## config.mk

```make
export PLATFORM = sky130hd
export DESIGN_NAME = demux_channel_dispatcher
export DESIGN_NICKNAME = d
export VERILOG_FILES = /design/src/rtl/demux_channel_dispatcher.sv
export SDC_FILE = /design/constraint.sdc
export NUM_CORES = 1
export LEC_CHECK = 0
export ABC_AREA = 1
export ABC_CLOCK_PERIOD_IN_PS = 2940
export CAP_MARGIN = 5
export CORE_UTILIZATION = 41
export DETAILED_ROUTE_END_ITERATION = 8
export PLACE_DENSITY_LB_ADDON = 0.1
export SLEW_MARGIN = 15
export SYNTH_ARGS = -nofsm -noshare
export SYNTH_HDL_FRONTEND = slang
export SYNTH_SLANG_ARGS = --single-unit
```

## constraint.sdc

```tcl
create_clock -name clk -period 2.94 [get_ports clk]
set_clock_uncertainty 0.05 [all_clocks]
set_input_delay 0.588 -clock clk [delete_from_list [all_inputs] [get_ports clk]]
set_output_delay 0.588 -clock clk [all_outputs]
set_load 0.005 [all_outputs]
```

## src/rtl/demux_channel_dispatcher.sv

```systemverilog
// Byte-stream front end for the 1-to-4 demux path: routes each accepted byte into one of
// four single-entry channel holding registers, chosen by an explicit select or a round-robin pointer.
module demux_channel_dispatcher #(
    parameter int DATA_W = 8,
    parameter int CNT_W  = 16
) (
    input  logic              clk,
    input  logic              reset_n,
    input  logic              mode,
    input  logic [DATA_W-1:0] in_data,
    input  logic [1:0]        in_sel,
    input  logic              in_valid,
    output logic              in_ready,
    input  logic [3:0]        ch_ready,
    output logic [3:0]        ch_valid,
    output logic [DATA_W-1:0] ch0_data,
    output logic [DATA_W-1:0] ch1_data,
    output logic [DATA_W-1:0] ch2_data,
    output logic [DATA_W-1:0] ch3_data,
    output logic              s0,
    output logic              s1,
    output logic [1:0]        rr_ptr,
    output logic [CNT_W-1:0]  byte_count
);

    logic [1:0]        tgt;
    logic              accept;
    logic [3:0]        load;
    logic [3:0]        drain;
    logic [DATA_W-1:0] hold [4];

    // The routing decision is shared with downstream lanes, so s1/s0 always mirror the live target.
    always_comb begin
        tgt = mode ? rr_ptr : in_sel;
    end

    assign s0 = tgt[0];
    assign s1 = tgt[1];

    // A full channel that drains on this edge can take the new byte on the same edge.
    assign in_ready = !ch_valid[tgt] || ch_ready[tgt];
    assign accept   = in_valid && in_ready;
    assign drain    = ch_valid & ch_ready;

    always_comb begin
        load = 4'b0000;
        if (accept) begin
            load[tgt] = 1'b1;
        end
    end

    always_ff @(posedge clk) begin
        if (!reset_n) begin
            ch_valid   <= 4'b0000;
            rr_ptr     <= 2'd0;
            byte_count <= '0;
            for (int i = 0; i < 4; i++) begin
                hold[i] <= '0;
            end
        end else begin
            // A refill wins over a drain so the channel stays full with the new byte.
            for (int i = 0; i < 4; i++) begin
                if (load[i]) begin
                    hold[i]     <= in_data;
                    ch_valid[i] <= 1'b1;
                end else if (drain[i]) begin
                    ch_valid[i] <= 1'b0;
                end
            end
            if (accept) begin
                byte_count <= byte_count + CNT_W'(1);
                if (mode) begin
                    rr_ptr <= rr_ptr + 2'd1;
                end
            end
        end
    end

    assign ch0_data = hold[0];
    assign ch1_data = hold[1];
    assign ch2_data = hold[2];
    assign ch3_data = hold[3];

endmodule
```

==> results.cfg <==
[clock_tree]
clk_path_buf_depth = 2
tritoncts = done
cts_sinks = 54
root_buffer = clkbuf_8
ctsHoldBuffers = 0
clk_pin_slew_ns = 0.09
clk_latency_ns = 0.30
htree_levels = 2
numCtsBuffers = 5

[timing]
relSlewSlack_pct = 53.58
worst_pin_slew_ns = 0.6942
grt_setup_unrepaired = no
clock.fmax_ghz = 0.3590
hold_viol = 0
drv_slew = 0
setup_violations = 0
period_minus_slack_ns = 2.785
tns_ns = 0
finalCritPeriodShare_pct = 94.74

[synthesis]
synth.avg_cell_area_um2 = 8.758
synth_fa_ha_area_share_pct = 0.4960
synth_xor_xnor_area_share_pct = 3.472
ys_types = 24
synth_top_family_by_area = simple AND/OR/NAND/NOR gates
synth_warnings = 0
syn-num-nets = 307
synth-compound-area-share_pct = 4.514
yosysSeqAreaShare_pct = 55.56
syn_area_mm2 = 0.002522
ys_ff_latch = 54
synth_simple_gate_area_share_pct = 29.32
syn_inst = 288
muxShareOfSynthArea_pct = 0

[floorplan]
pin_count = 75
rows = 28
core_area_mm2 = 0.005921
die_w_um = 80.44
initial_core_util_pct = 42.60
die-area_mm2 = 0.006470
die_y_um = 80.44

[placement]
io_buffers = 74
gp_congestion = 0.8821
placed_area_mm2 = 0.003366
hpwl_mm = 4.146

[route]
via_count = 2115
wl_mm = 5.651
wl_per_cell_um = 12.70
postRouteAntennaNets = 0
drc = 0
dr.pass1.iters = 4
dr.first_iter.drc_count = 112
viasPerCell = 4.753

[grt]
grt_pass1_wl_mm = 9.349
grt_max_degree = 18
antenna_found_initial = 0
grt_usage_pct = 18.83
grt_pass1_vias = 1988
overflow = 0

[power]
power_density_mw_per_mm2 = 427.5
p_int_mw = 1.118
combPwrFrac_pct = 14.6
p_switching_mw = 0.3633
cellLeakagePower_nw = 1.348
pwr-share-clk_pct = 27.7
p_sw_share_pct = 24.52
power_frac_seq_pct = 57.7
peakVddDrop_mv = 0.3654

[worst_hold_path]
hp-class = register to register

[finish]
drive_gt1_share_pct = 8.108
num-fill-cells = 539
area_growth_pct = 37.40
nets = 388
diodes = 0
final_area_mm2 = 0.003466

[worst_setup_path]
reg2reg_slack_ns = 1.03
end_kind = output pin
worstSetupPathType = input pin to output pin
crit_fanout = 6
cp-start-kind = input pin
critPathArrivalTime_ns = 2.15
critical_path_required_ns = 2.30

[flow_run]
maxCapViolCount = 0

[status]
status = finished clean
[worst max-delay path, stage by stage]
cell and delay, ns:
clkdlybuf4s50_1 0.45, inv_1 0.05, o21ai_4 0.18, inv_1 0.11, nand2_1 0.08, nand2_1 0.08, nand2_4 0.09, clkdlybuf4s50_1 0.50
[per-layer routing]
layer / track usage [%] / share of wire (%)
met1: 25.84 / 48
met4: 4.464 / 0.48
met2: 30.25 / 45
met3: 3.864 / 6.5
met5: 0 / 0
[logic make-up after synthesis]
group           Yosys count
compound gates           22
xor+xnor                 10
fa+ha+maj                 1
buf+inv                  39
flops                    54
simple gates            162
[placed cells by master, fill, tap and decap left out, drive strengths merged]
master,n
clkinv,2
xor2,9
nor2,52
nand4,5
inv,31
clkbuf,5
dfxtp,22
ha,1
nand3b,4
clkdlybuf4s50,73
dlymetal6s2s,1
clkinvlp,1
a21oi,15
nand2,68
o21ai,7
nor3,4
xnor2,1
edfxtp,32
buf,8
nand3,29
[through the flow]
step | power (mW) | std cells | hold slack, ns | setup WS (ns) | utilization (%)
floorplan | 0.9622 | 288 | 0.4114 | 0.4611 | -
CTS | 1.499 | 445 | 0.4412 | 0.002416 | 58.37
global placement | 1.089 | 437 | 0.4224 | 0.04776 | 56.85
finish | 1.482 | 445 | 0.4362 | 0.1545 | 58.54
detailed placement | 1.091 | 437 | 0.4210 | 0.001971 | 56.85
global route | 1.552 | 445 | 0.4696 | 0.05664 | 58.54
[area by class of cell]
type                       count  area [µm²]  area share [%]
inverter                      31       116.4           3.357
clock buffer                   5       68.82           1.986
sequential                    54        1401           40.43
multi-input combinational    195       960.9           27.73
clock inverter                 3       21.27          0.6137
timing repair buffer          82       803.3           23.18
tap                           75       93.84           2.708
[sequential cells by signal (all words and copies together), names as in the netlist]
name and count:
rr_ptr 2, ch_valid 4, byte_count 16, hold 32
[synth_stat cells]
cell type	number	area [µm²]
buf_2	2	10.01
ha_1	1	12.51
nor2_1	50	187.7
nand3_1	27	135.1
nand2_2	4	25.02
nor3_1	4	20.02
a21oi_1	15	75.07
edfxtp_1	32	960.9
o21ai_0	6	30.03
nand3b_1	4	30.03
buf_4	1	7.510
xnor2_1	1	8.760
inv_2	2	7.510
clkbuf_1	3	11.26
nand4_1	5	31.28
xor2_1	9	78.83
o21ai_2	1	8.760
nor2_2	2	12.51
buf_6	2	22.52
nand2_1	61	229.0
dfxtp_1	22	440.4
nand3_4	2	35.03
nand2_4	3	33.78
inv_1	29	108.9
[power groups by stage]
stage          clock network (mW)  logic (mW)  registers, mW
2_1_floorplan                   0      0.0874          0.875
3_3_place_gp                    0       0.216          0.872
3_5_place_dp                    0       0.218          0.873
4_1_cts                     0.424       0.219          0.856
5_1_grt                     0.454       0.239          0.859
6_report                    0.410       0.217          0.855
[final timing paths]
check	to	cells past startpoint	start
worst max-delay path	in_ready	8	in_sel[1]
worst min-delay path	rr_ptr[0]	2	rr_ptr[0]
worst max register to register	hold[2][7]	10	rr_ptr[1]
worst min register to register	rr_ptr[0]	2	rr_ptr[0]
[timing repair]
item | 4_1_cts | 5_1_grt
gates resized for setup | 0 | 2
buffers inserted | 0 | 0
endpoints found under the setup margin | 0 | 1
hold endpoints to repair | 0 | 0
No activity file was read; power rests on OpenSTA's default activity.
==> variant, RTL diff (same flow settings) <==
Set the parameter `CNT_W` to 32 (it was 16).
--- a/src/rtl/demux_channel_dispatcher.sv
+++ b/src/rtl/demux_channel_dispatcher.sv
@@ -4,3 +4,3 @@
     parameter int DATA_W = 8,
-    parameter int CNT_W  = 16
+    parameter int CNT_W  = 32
 ) (
Interface: changed (resized byte_count); port bits go from 75 to 91. The function was not compared with the original's and may differ.
==> variant against the unedited design <==
  * Sequential cell count is 16 higher
  * Register-to-register slack worse by 0.24 ns
  * Worst setup slack worse by 0.031 ns
  * Routed wire length is 76% higher
  * Area after synthesis is 44% higher
  * Fmax is 1.1% lower
  * Sequential power is 25% higher
  * Power is 40% higher
  * Final area is 40% higher
  * Count of clock-buffer cells in the layout is 4 higher
  * Cell count is 54% higher
  * Critical path depth stayed put
  * Global-route usage is 4.0 points higher
  * Largest cell class unchanged
==> variant: results (changes against the unedited design) <==
Status - finished clean
TritonCTS buffer count - 9 (+4)
Seq/Total Area, Yosys - 47.5% (-8.1 points)
Clk buf depth - 2 (unchanged)
Routability congestion estimate - 0.926 (+4.9%)
Initial DRC count - 136 (+21%)
Final layout net count - 596 (+54%)
Global-route wire length before repair - 15900 um (+70%)
Worst-path clk slew - 0.08 ns
Ranking of synthesized cells by area - edfxtp_1 (27%), dfxtp_1 (21%), nand2_1 (16%)
VDD IR max - 0.250 mV (-32%)
Gr usage total - 22.8% (+4.0 points)
Clk_lat worst skew - 0.36 ns (+0.06 ns)
Top_reg_cell synth - dfxtp_1
Antenna Cells - 0 (unchanged)
Critical Path AT - 2.18 ns (+0.03 ns)
H-tree depth - 3 (+1)
Leakage - 0.00181 uW (+35%)
PortBufs - 90 (+22%)
Slew @ Worst Pin - 0.728 ns (+0.0341 ns)
Root Buffer Master - clkbuf_8
Commonest cells post-synth - nand2_1 (155), nor2_1 (91), dfxtp_1 (38), nand3_1 (36), edfxtp_1 (32)
Final wirelength - 9960 um (+76%)
Fraction of layout cells with a size suffix above 1 - 7.39% (-0.72 points)
Vias - 3542 (+67%)
Vias in the first global route - 3288 (+65%)
Largest net degree at the start of global routing - 34 (+16)
DP Cell Count - 671 (+54%)
Final HPWL DP - 7320 um (+77%)
Placed instance area - 4650 sq um (+38%)
Mapped Cells - 481 (+67%)
Syn nets - 500 (+63%)
Non-Filler Instances - 687 (+54%)
Dpl ws - 0.0222 ns (+0.0202 ns)
Biggest regs - byte_count (32), hold (32), ch_valid (4)
variant: cell types whose count changed in the layout (fill, tap and decap cells not counted), moves of 5 or more:
cell and change:
inv_1 -5, nand3b_1 +15, nor2_1 +41, nand2_1 +94, nand3_1 +9, a21oi_1 +16, dfxtp_1 +16, clkdlybuf4s50_1 +16
variant: what timing repair did:
item                       CTS  global route
setup endpoints to repair    0             1
hold buffers                 0             0
resized for setup            0             1
variant: per-stage QoR:
step	hold slack [ns]	total power (uW)
after global placement	0.414	1340
after detailed placement	0.423	1340
after CTS	0.435	2090
final	0.429	2070
after floorplan	0.411	1200
after global routing	0.473	2160
variant: worst paths after layout:
path	startpoint	to	slack [ns]	depth (start not counted)
min reg2reg	rr_ptr[0]	rr_ptr[0]	0.43	2
max	in_sel[1]	in_ready	0.12	8
min	rr_ptr[0]	rr_ptr[0]	0.43	2
max reg2reg	byte_count[0]	byte_count[16]	0.79	8
variant: critical path: stages:
cell,delay [ns]
clkdlybuf4s50_1,0.46
inv_1,0.05
o21ai_2,0.25
inv_2,0.08
nand2_1,0.08
nand2_1,0.08
nand2_4,0.09
clkdlybuf4s50_1,0.50
variant: power breakdown:
group / leakage (uW) / internal [uW] / total, uW / switching, uW
Combinational: 0.00108 / 118 / 247 / 129
Sequential: 0.000641 / 1050 / 1070 / 17.3
Clock: 0.0000892 / 324 / 752 / 428
Total: 0.00181 / 1500 / 2070 / 574
variant: area by class of cell:
cell class	instances	area (sq um)
Timing Repair Buffer	101	986
Sequential cell	70	1720
Inverter	28	108
Fill cell	808	3540
Clock inverter	7	61.3
Clock buffer	9	124
Multi-Input combinational cell	367	1710
Tap cell	105	131
variant: layer usage:
| layer | GRT usage (%) | up-vias | routed length [um] |
|---|---|---|---|
| met5 | 0 | - | 0 |
| met4 | 8.21 | 0 | 201 |
| met3 | 4.11 | 20 | 631 |
| met2 | 39.2 | 118 | 4840 |
| met1 | 28.5 | 1663 | 4290 |
| li1 | - | 1741 | - |
variant: kinds of logic (layout without fill, tap and decap cells):
kind of cell    count (synthesis)  count (layout)  synth area share (%)
simple gates                  313             313                  37.8
flops                          70              70                  47.5
buf+inv                        44             145                  5.45
compound gates                 38              38                  5.35
xor+xnor                       15              15                  3.62
fa+ha+maj                       1               1                 0.345
